`config.mk`:
```
export PLATFORM = sky130hd
export DESIGN_NAME = pwm_deadband_gen
export DESIGN_NICKNAME = d
export VERILOG_FILES = /design/src/rtl/pwm_deadband_gen.sv
export SDC_FILE = /design/constraint.sdc
export NUM_CORES = 1
export LEC_CHECK = 0
export CORE_ASPECT_RATIO = 1.25
export CORE_MARGIN = 2
export CORE_UTILIZATION = 40
export DETAILED_ROUTE_END_ITERATION = 6
export PLACE_DENSITY = 0.73
export REMOVE_ABC_BUFFERS = 1
export SLEW_MARGIN = 25
export SYNTH_ARGS = -nofsm -noshare
export SYNTH_HDL_FRONTEND = slang
export SYNTH_SLANG_ARGS = --single-unit
export TNS_END_PERCENT = 30
```
`constraint.sdc`:
```
create_clock -name sys_clk -period 3.38 [get_ports sys_clk]
set_clock_uncertainty 0.1 [all_clocks]
set_input_delay 0.507 -clock sys_clk [delete_from_list [all_inputs] [get_ports sys_clk]]
set_output_delay 0.507 -clock sys_clk [all_outputs]
set_load 0.05 [all_outputs]
```
`src/rtl/pwm_deadband_gen.sv`:
```
// pwm_deadband_gen
//   Turns a single PWM waveform into a complementary high-side/low-side pair
//   for a half-bridge. A programmable dead time is inserted on each edge, so
//   the two sides are never active together. A dead-time interval that is
//   cut short by the opposite pwm_in level is reported on short_pulse_evt.
//
// Ports
//   sys_clk          system clock, all logic on posedge
//   sys_rst          asynchronous, active-high reset
//   sys_clk_en       0 = hold all state
//   en               0 = force IDLE (synchronous)
//   pwm_in           PWM waveform from the generator
//   rise_dly         dead-time cycles before pwm_h asserts
//   fall_dly         dead-time cycles before pwm_l asserts
//   pol_h / pol_l    1 = matching output is active-low
//   pwm_h / pwm_l    high-side / low-side drive (Moore decode ^ polarity)
//   db_active        1 while a dead-time interval is running
//   short_pulse_evt  one-cycle flag: a dead-time interval was aborted
module pwm_deadband_gen #(
  parameter int DB_W = 8
) (
  input  logic            sys_clk,
  input  logic            sys_rst,
  input  logic            sys_clk_en,
  input  logic            en,
  input  logic            pwm_in,
  input  logic [DB_W-1:0] rise_dly,
  input  logic [DB_W-1:0] fall_dly,
  input  logic            pol_h,
  input  logic            pol_l,
  output logic            pwm_h,
  output logic            pwm_l,
  output logic            db_active,
  output logic            short_pulse_evt
);

  typedef enum logic [2:0] {
    IDLE  = 3'd0,
    DLY_H = 3'd1,
    H_ON  = 3'd2,
    DLY_L = 3'd3,
    L_ON  = 3'd4
  } state_t;

  state_t          state, state_nxt;
  logic [DB_W-1:0] cnt, cnt_nxt;
  logic            evt_nxt;

  // Entry target for each side: a zero dead time skips the DLY state. The
  // counter is loaded with the delay either way; it is ignored in ON states.
  state_t h_entry, l_entry;
  assign h_entry = (rise_dly == '0) ? H_ON : DLY_H;
  assign l_entry = (fall_dly == '0) ? L_ON : DLY_L;

  always_ff @(posedge sys_clk or posedge sys_rst) begin
    if (sys_rst) begin
      state           <= IDLE;
      cnt             <= '0;
      short_pulse_evt <= 1'b0;
    end else if (sys_clk_en) begin
      state           <= state_nxt;
      cnt             <= cnt_nxt;
      short_pulse_evt <= evt_nxt;
    end
  end

  always_comb begin
    state_nxt = state;
    cnt_nxt   = cnt;
    evt_nxt   = 1'b0;
    if (!en) begin
      state_nxt = IDLE;
      cnt_nxt   = '0;
    end else begin
      unique case (state)
        IDLE: begin
          if (pwm_in) begin
            state_nxt = h_entry;
            cnt_nxt   = rise_dly;
          end else begin
            state_nxt = l_entry;
            cnt_nxt   = fall_dly;
          end
        end
        L_ON: begin
          if (pwm_in) begin
            state_nxt = h_entry;
            cnt_nxt   = rise_dly;
          end
        end
        H_ON: begin
          if (!pwm_in) begin
            state_nxt = l_entry;
            cnt_nxt   = fall_dly;
          end
        end
        DLY_H: begin
          if (!pwm_in) begin
            // pulse swallowed: turn straight around towards the low side
            state_nxt = l_entry;
            cnt_nxt   = fall_dly;
            evt_nxt   = 1'b1;
          end else if (cnt <= DB_W'(1)) begin
            // <= guards against a zero count, so cnt never wraps
            state_nxt = H_ON;
            cnt_nxt   = '0;
          end else begin
            cnt_nxt   = cnt - DB_W'(1);
          end
        end
        DLY_L: begin
          if (pwm_in) begin
            state_nxt = h_entry;
            cnt_nxt   = rise_dly;
            evt_nxt   = 1'b1;
          end else if (cnt <= DB_W'(1)) begin
            state_nxt = L_ON;
            cnt_nxt   = '0;
          end else begin
            cnt_nxt   = cnt - DB_W'(1);
          end
        end
        default: begin
          state_nxt = IDLE;
          cnt_nxt   = '0;
        end
      endcase
    end
  end

  // Moore outputs: only one state can drive each side, so the pair can never
  // be active together regardless of pwm_in.
  assign pwm_h     = (state == H_ON) ^ pol_h;
  assign pwm_l     = (state == L_ON) ^ pol_l;
  assign db_active = (state == DLY_H) || (state == DLY_L);

endmodule

```
Word-level counts from Yosys, hierarchy flattened --
Cells that the tools add are included.
Storage, ports and cells: output and inout port bits 4, ROM bits 0, memory bits (writable) 0, bits of input ports 23, bits in registers 12, memories 0, bits in latches 0
Cells by class: div/mod/pow operators 0, muxes and demuxes 23, bitwise operators 2, shift operators 0, $add $sub $neg 1, reduce and logical (&&, ||, !) cells 6, equality and inequality tests 8, $mul 0, order comparisons 1
Operator list (count):
- $mux 8 | 7
- $pmux 8 s5 | 1
- $mux 3 | 9
- $logic_not 8->1 | 2
- $pmux 3 s5 | 1
- $le 8x1->1 const B | 1
- $ne 4x4->1 const B | 2
- $sub 8x1->8 const B | 1
- $eq 3x2->1 const B | 2
- $ne 3x3->1 const B | 2
- $reduce_and 5->1 | 1
- $eq 3x1->1 const B | 1
- $eq 3x3->1 const B | 1
- $logic_not 3->1 | 1
- $mux 1 | 3
- $reduce_and 3->1 | 1
- $mux 2 | 1
- $pmux 1 s2 | 1
- $xor 1x1->1 | 2
- $logic_or 1x1->1 | 1

Depth between registers and ports, before layout --
Gate-level depths: netlist (run 1).
word-level depth 5, gate-level depth with buffers 7, mapped depth without buffers 7

Least setup slack after synthesis (run 1) --
Ideal clock, no wire load.
kind register -> output, from register state[1], to output pwm_h, setup slack 1.210 ns, data arrival time 1.563 ns, cell stages (with the launch flop) 5, cell sequence dfrtp_1 -> buf_2 -> nor2b_1 -> nor2b_1 -> xor2_1
On the way: cells in the longest elaborated chain, start to end 2
RTL lines:
- start, declared | line 45 | state_t state, state_nxt;
- start signal, assigned | line 61 | state <= state_nxt;
- $eq 3x2->1 | line 133 | assign pwm_h = (state == H_ON) ^ pol_h;
- $xor 1x1->1 | line 133
- end, declared | line 31 | output logic pwm_h,
No other way between the ends.

Final worst setup path (run 1) --
Ends and elaborated chain as after synthesis.

==> summary by stage, run 1 <==
Status
The run finished with clean final reports.

Clock tree
The TritonCTS clock tree is yes. The longest clock path from root to sink contains 2 buffers. The number of cells upsized or downsized after cts is 0. The number of buffers added by the clock tree synthesis step is 3. The maximum level of the CTS H-tree is 1.

The number of hold buffers added after CTS was 0. Clock latency on the worst-skew pair, taken at its later pin, is approximately 0.28 ns. The tree is rooted in a sky130_fd_sc_hd__clkbuf_4. The setup fix buffers added after clock tree synthesis is 0.

Clock-pin slew was measured on the worst setup and hold paths at 0.07 ns. The count of clock tree sinks is 12.

Final layout
The multi-input combinational cell area is ~720 um2. The number of antenna repair diodes is 0. From synthesis to final layout, the design area changed by 27.6%.

The layout cell share with drive strength beyond 1 is 10.3%. The number of filler instances in the final layout is approximately 260. The sequential standard cell area is 300 um2. The number of nets at the end of the flow is 182. Excluding fillers, the count of instances in the completed layout stands at 189.

Worst setup path
The sort of element at the start of the critical path is a flip-flop. The category of the critical setup timing path is reg2out. The worst register-to-register path begins at cnt[1]. The kind of end point of the critical path is a primary output. The endpoint of the worst-slack reg-to-reg timing path is cnt[6].

For flop-to-flop paths, the worst setup slack is 1.21 ns. The most critical setup path has its startpoint at state[1]. Along the worst path, the maximum fanout reaches 16.

The worst endpoint data arrival time is 2.27 ns. The worst-case reg-to-reg path depth is 7. STA puts the critical path data required time at 2.77 ns.

Timing
The count of pins over their slew limit is 0. The total negative setup slack is 0 ns. The smallest setup slack after layout is 0.499 ns. For this run, the top clock speed supported by timing is 347 MHz. Setup repair after global routing left no endpoint under its margin. The count of final hold-check violations is 0. Setup violations remaining at the end of the flow were counted as 0. The ratio of final minimum period to clock period is 85.2%. The measured slew at the worst slew-check pin is around 0.60 ns.

In this run the tightest slew margin relative to its limit is 59.7%. The worst path needs 2.88 ns of the cycle, external delays included.

GRT
The first global-routing pass estimated 5260 um of wire. The total overflow reported by the global router is 0. The number of antenna violations at the first check in global routing was 0. Global routing used 21.3% of the available tracks.

The maximum number of pins on one net before global-route repair is 20. The number of global-route vias before repair is 1116.

Logic synthesis
In this run, synthesis inferred 0 flip-flops with an integrated enable. Synthesis produced 131 cells. The distinct cell type count after synthesis is 53.

The share of the Yosys chip area taken by registers is about 28%. The fraction of registers with async set/reset is 100%. Yosys printed 0 warnings. In the synthesized netlist the dominant register cell turns out to be sky130_fd_sc_hd__dfrtp_1. The register bit count reported by yosys is 12. The netlist area before placement is 1080 um2. The average instance in the mapped netlist occupies slightly above 8 um2.

Drt
The total number of vias is roughly 1.2k. The initial DRC count is 42. The antenna violation net count after detailed routing is 0. After detailed routing, the average wire length per cell comes to 16.5 um. The count of TritonRoute iterations in the first routing pass is 5. In the routed design, unresolved DRC markers number 0. Summed over all layers, the routed wires come to 3120 um.

The post-detailed-route via-to-cell ratio is 6.11.

Power
The total leakage power is 0.538 nW. The analysis attributes to net switching a power of 478 uW. The switching share of power is 48.7%. The internal portion of total power is slightly above 500 uW. The worst supply voltage drop on vdd is 365 uV.

The share of power burned in combinational logic is 60.9%. The fraction of power consumed by sequential logic is 29.8%. For this design the ratio of total power to cell area is 711 nW/um2. The relative contribution of the clock network to total power is 9.3%.

Floorplanning
The die is around 51 um wide. The initialized floorplan defines 21 standard-cell rows. The starting density of the core is between 40% and 50%.

The floorplan step defined a core boundary enclosing 2630 um2. The floorplan die area is between 3000 and 4000 um2. The y dimension of the die is 62.2 um. The I/O pin count is 27.

Hold path
The origin of the worst min-delay path is short_pulse_evt. The terminating pin of the worst hold path is short_pulse_evt. The worst min-delay path class is reg2reg. Counting instances, the worst hold path has a depth of 2.

Placed design
In this run the tool buffered the top-level ports with 26 buffer cells. Counting tap cells, the placed design contains a total of 186 instances. The wire-length estimate of the detail-placed layout is 2380 um. Routability-driven placement finished with a final weighted congestion of approximately 0.87. The post-placement setup slack is 0.798 ns.

Job
The tool flagged a number of max-cap violations equal to 0.
cell type report:
cell class	instances	area share, %
Inverter	10	2.72
Multi-Input combinational cell	104	52.0
Clock buffer	3	1.63
Tap cell	34	3.08
Timing Repair Buffer	26	18.8
Sequential cell	12	21.7
registers in the layout, summed over array words and instances, names as in the netlist:
register / cells
cnt: 8
state: 3
short_pulse_evt: 1
metal layers:
metal  global-route usage (%)  up-vias  routed length [um]
li1                         -      557                   -
met1                     27.9      535                1320
met2                     35.4       56                1540
met3                     2.16        6                 208
met4                     8.78        0                  53
met5                        0        -                   0
cells in the mapped netlist, types with 2 or more instances:
cell type,count,share of area (%)
sky130_fd_sc_hd__o21bai_1,2,1.4
sky130_fd_sc_hd__a22oi_1,8,5.5
sky130_fd_sc_hd__buf_2,3,1.4
sky130_fd_sc_hd__ha_1,2,2.3
sky130_fd_sc_hd__nor2b_1,5,2.9
sky130_fd_sc_hd__a21oi_1,2,0.92
sky130_fd_sc_hd__o2bb2ai_1,4,3.2
sky130_fd_sc_hd__nand2b_1,3,1.7
sky130_fd_sc_hd__nor4_1,5,2.9
sky130_fd_sc_hd__xor2_1,3,2.4
sky130_fd_sc_hd__a222oi_1,2,1.8
sky130_fd_sc_hd__nand3_1,5,2.3
sky130_fd_sc_hd__and2_4,2,1.6
sky130_fd_sc_hd__a22o_1,3,2.4
sky130_fd_sc_hd__nor2_1,5,1.7
sky130_fd_sc_hd__o21ai_0,9,4.2
sky130_fd_sc_hd__dfrtp_1,12,28
sky130_fd_sc_hd__nand2_1,11,3.8
sky130_fd_sc_hd__nor3_1,3,1.4
sky130_fd_sc_hd__inv_1,9,3.1
worst max-delay path by stage:
stage | end | cells past startpoint
after floorplan | pwm_h | 3
after global placement | cnt[3] | 6
after detailed placement | pwm_h | 4
after CTS | pwm_h | 4
after global routing | pwm_h | 4
final | pwm_h | 4
power groups by stage:
stage               Clock (mW)  Sequential, mW  Combinational [mW]
global route             0.100           0.305               0.655
global placement             0           0.287               0.578
finish                  0.0910           0.293               0.598
floorplan                    0           0.274               0.436
detailed placement           0           0.292               0.591
CTS                     0.0914           0.288               0.594
worst max-delay path, stage by stage, from the launching register on:
cell and delay [ns]:
sky130_fd_sc_hd__dfrtp_1 0.62, sky130_fd_sc_hd__nor2b_1 0.25, sky130_fd_sc_hd__nor2b_1 0.17, sky130_fd_sc_hd__xor2_1 0.15
sky130_fd_sc_hd__clkdlybuf4s50_1 0.81
metrics by stage:
step | util (%) | total power [mW] | hold WS, ns | instance area [um2]
global route | 52.6 | 1.06 | 0.457 | 1380
global placement | 51.7 | 0.865 | 0.411 | 1360
floorplan | - | 0.710 | 0.272 | 1060
finish | 52.6 | 0.982 | 0.427 | 1380
CTS | 52.6 | 0.973 | 0.433 | 1380
detailed placement | 51.7 | 0.883 | 0.421 | 1360
logic make-up after synthesis:
group           after synthesis  synth area share, %
compound gates               48                 33.9
xor+xnor                      4                 3.24
fa+ha+maj                     2                 2.31
buf+inv                      15                 5.89
flops                        12                 27.7
mux                           1                 1.39
simple gates                 49                 25.6
cells in the final DEF, fill, tap and decap left out, types with 5 or more instances in the layout:
master and count:
sky130_fd_sc_hd__clkdlybuf4s50_1 26, sky130_fd_sc_hd__dfrtp_1 12, sky130_fd_sc_hd__nand2_1 11, sky130_fd_sc_hd__inv_1 9, sky130_fd_sc_hd__o21ai_0 9, sky130_fd_sc_hd__a22oi_1 8
sky130_fd_sc_hd__nor2_1 5, sky130_fd_sc_hd__nor2b_1 5, sky130_fd_sc_hd__nand3_1 5, sky130_fd_sc_hd__nor4_1 5
No activity file was read; power rests on OpenSTA's default activity.
==> inputs of run 2 (changes only) <==
--- a/config.mk
+++ b/config.mk
@@ -8,10 +8,12 @@
 export CORE_ASPECT_RATIO = 1.25
 export CORE_MARGIN = 2
 export CORE_UTILIZATION = 40
+export CTS_CLUSTER_SIZE = 12
 export DETAILED_ROUTE_END_ITERATION = 6
+export HOLD_SLACK_MARGIN = 0.05
 export PLACE_DENSITY = 0.73
 export REMOVE_ABC_BUFFERS = 1
-export SLEW_MARGIN = 25
+export SLEW_MARGIN = 20
 export SYNTH_ARGS = -nofsm -noshare
 export SYNTH_HDL_FRONTEND = slang
 export SYNTH_SLANG_ARGS = --single-unit
==> results of run 2 <==
No change in the layout: final DEF, timing and power equal those of run 1.
==> inputs of run 3 (changes only) <==
--- a/config.mk
+++ b/config.mk
@@ -7,11 +7,11 @@
 export LEC_CHECK = 0
 export CORE_ASPECT_RATIO = 1.25
 export CORE_MARGIN = 2
-export CORE_UTILIZATION = 40
+export CORE_UTILIZATION = 45
 export CTS_CLUSTER_SIZE = 12
 export DETAILED_ROUTE_END_ITERATION = 6
 export HOLD_SLACK_MARGIN = 0.05
-export PLACE_DENSITY = 0.73
+export PLACE_DENSITY = 0.8
 export REMOVE_ABC_BUFFERS = 1
 export SLEW_MARGIN = 20
 export SYNTH_ARGS = -nofsm -noshare
==> run 3 against run 2 <==
  * Die area shrank 10%
  * Hold slack gained 0.0061 ns
  * First-iteration DRC count grew 33%
  * Combinational power shrank 1%
  * Wire length shrank 5.4%
  * Final cell count shrank 1.6%
  * Setup slack lost 0.043 ns
  * Clock power grew 2%
  * Clock-buffer cell count is the same
  * Critical endpoint unchanged
==> summary by stage, run 3 (synthesis results as in run 1) <==
Final layout
The most common library cell in the layout ignoring fill and taps is sky130_fd_sc_hd__clkdlybuf4s50_1. The number of filler instances in the final layout came to 199 (-24%). The number of cells in the finished layout apart from fillers is 186 (-1.6%). The number of antenna repair diodes is 0 (unchanged).

The sequential standard cell area was 300 um2 (unchanged). The post-route cell area is 1380 um2 (-0.27%). The multi-input combinational cell area came to 718 um2 (unchanged). The number of flip-flops in the largest register is 8 (unchanged). The final core utilization is 61.6% (+9.1 points). The register with the most flip-flops in the final layout is cnt.

In the final layout, the registers with the most flip-flops are cnt x8, state x3, short_pulse_evt x1. Relative to the synthesized area, the layout overhead comes to 27.3%. The number of nets at the end of the flow is 182 (unchanged). Leaving out fill and tap cells, the most frequent cells in the layout are sky130_fd_sc_hd__clkdlybuf4s50_1, sky130_fd_sc_hd__dfrtp_1, sky130_fd_sc_hd__nand2_1, sky130_fd_sc_hd__inv_1, sky130_fd_sc_hd__o21ai_0.

The layout cell share with drive strength beyond 1 was 10.3% (unchanged).

Worst setup path
The endpoint of the worst-slack reg-to-reg timing path is cnt[6]. The startpoint of the lowest-slack register-to-register path is cnt[0]. Tracing the worst setup path back leads to its startpoint at state[1]. The worst endpoint required time was 2.77 ns (about the same). The library cell contributing the largest single delay on the critical path is sky130_fd_sc_hd__clkdlybuf4s50_1. The worst-case reg-to-reg path depth is 7 (unchanged). The total number of cells along the worst setup path is 4 (unchanged).

The largest fanout on the critical path came to 16 (unchanged). Among the stages of the critical path, the cell type that occurs most often is sky130_fd_sc_hd__nor2b_1. The critical path ends at pwm_h. The setup path with the least slack is of type reg2out. The setup slack on the worst flop-to-flop path came to 1.29 ns (+0.08 ns). The kind of end point of the critical path is a primary output. The critical path goes through nor2b_1, nor2b_1, xor2_1, clkdlybuf4s50_1.

The buffering stage count on the worst path with inverters included is 1 (unchanged). The family with the most delay on the worst path is buffers and inverters. The sort of element at the start of the critical path is a flip-flop.

The worst endpoint data arrival time came to 2.32 ns (+0.05 ns). The stage delay of the slowest cell on the critical path came to 0.81 ns (about the same).

Drt
The detail-routed net length per standard cell is 15.9 um (-3.9%). The count of TritonRoute iterations in the first routing pass is 4 (-1). The total number of vias is 1181 (+2.3%).

The post-detailed-route via-to-cell ratio is 6.35 (+4.0%). The antenna violation net count after detailed routing was 0 (unchanged). The initial DRC count came to 56 (+33%). The total routed wirelength is 2950 um (-5.4%).

The DRC violations left is 0 (unchanged).

Clock tree
The clock-pin slew reported for the worst setup and hold paths after clock tree synthesis is 0.08 ns (about the same). The number of cells upsized or downsized after cts is 0 (unchanged). The count of hold-fix buffers inserted at cts is 0 (unchanged). The count of clock tree sinks was 12 (unchanged).

The maximum level of the CTS H-tree is 1 (unchanged). The number of buffers added by the clock tree synthesis step came to 3 (unchanged). The clock latency on the worst-skew pair is 0.28 ns (about the same). The CTS root buffer is sky130_fd_sc_hd__clkbuf_4. The deepest clock path buffer count came to 2 (unchanged).

The setup fix buffers added after clock tree synthesis came to 0 (unchanged). The TritonCTS clock tree is yes.

Placed design
The number of I/O port buffers came to 26 (unchanged). The sum of net half-perimeters after detailed placement is 2270 um (-4.8%). The weighted congestion at the end of routability-driven global placement is 0.898 (+3.7%).

The placed instance area is 1360 um2 (-0.28%). The total placed cells including tap cells was 183 (-1.6%).

Floorplanning
The x dimension of the die is 47.9 um (-5.3%). The floorplan die area is 2820 um2 (-10%). The total number of placement rows came to 19 (-9.5%). The starting density of the core is 48.4% (+7.2 points).

The y dimension of the die is 58.8 um (-5.3%). The area of the core is 2230 um2 (-15%). The I/O pin count is 27 (unchanged).

GRT
The total overflow reported by the global router is 0 (unchanged). The global-route wire length before repair is 4970 um (-5.6%). The most used routing layer is met2. The met3 usage in global routing is 2.76% (+0.60 points).

The number of global-route vias before repair came to 1163 (+4.2%). The number of antenna violations at the first check in global routing came to 0 (unchanged). The fraction of met1 tracks used by global routing was 32.3% (+4.4 points). The maximum number of pins on one net before global-route repair is 20 (unchanged).

The met2 track demand over resource came to 37.0% (+1.6 points). The total global routing track utilization came to 24.0% (+2.7 points).

Timing
The normalized max-slew margin is 61.8% (+2.2 points). The ratio of final minimum period to clock period is 86.5% (+1.3 points). Setup repair after global routing left no endpoint under its margin. The setup violation total in the final timing report was 0 (unchanged). The count of pins over their slew limit came to 0 (unchanged).

The shortest clock period the worst path allows after layout is 2.92 ns (+0.0430 ns). The total negative setup slack is 0 ns (unchanged). The achievable clock frequency is 342 MHz (-1.5%). The worst hold margin was 0.433 ns (+0.00609 ns). The count of final hold-check violations was 0 (unchanged). The measured slew at the worst slew-check pin is 0.572 ns (-0.0325 ns).

Job
The total of max-cap violations is 0 (unchanged).

Power
The total leakage power was 0.538 nW (unchanged). The worst supply voltage drop on vdd is 434 uV (+19%). The areal power density over the cells was 707 nW/um2 (-0.43%).

Hold path
The min-delay analysis places its worst path in the category reg2reg.

Status
The flow ran to the end, and the final reports show no timing, DRC or antenna violations.
run 3: area by class of cell:
cell class / instances / share of cell area [%]
sequential: 12 / 21.8
multi-input combinational: 104 / 52.1
inverter: 10 / 2.72
timing repair buffer: 26 / 18.9
clock buffer: 3 / 1.63
tap: 31 / 2.82
run 3: routing by layer:
metal / share of wire, % / wire length (um)
met1: 42 / 1240
met2: 49 / 1460
met3: 6.4 / 190
met4: 2.0 / 60
met5: 0 / 0
run 3: worst min path at each step:
stage,startpoint,slack (ns),cells after the start,to
4_1_cts,short_pulse_evt,0.44,2,short_pulse_evt
3_3_place_gp,short_pulse_evt,0.41,2,short_pulse_evt
2_1_floorplan,sys_rst,0.27,1,cnt[0]
6_report,short_pulse_evt,0.43,2,short_pulse_evt
3_5_place_dp,short_pulse_evt,0.42,2,short_pulse_evt
5_1_grt,short_pulse_evt,0.48,2,short_pulse_evt
run 3: per-stage QoR:
| stage | worst slack [ns] | power, mW |
|---|---|---|
| 2_1_floorplan | 1.08 | 0.710 |
| 3_5_place_dp | 0.781 | 0.876 |
| 6_report | 0.456 | 0.975 |
| 4_1_cts | 0.464 | 0.968 |
| 5_1_grt | 0.286 | 1.05 |
| 3_3_place_gp | 0.822 | 0.861 |
run 3: worst register-to-register path: cells and delay by family, from the launching register on:
kind / cells / cell delay (ns)
AOI/OAI and AO/OA: 4 / 0.58
adders and majority gates: 1 / 0.23
buffers and inverters: 1 / 0.08
DFF: 1 / 0.45
and+or+nand+nor: 1 / 0.52
run 3: report_power, final:
part | internal (mW) | total (mW) | switching [mW]
combinational | 0.271 | 0.592 | 0.321
clock | 0.0414 | 0.0929 | 0.0515
sequential | 0.190 | 0.290 | 0.0994
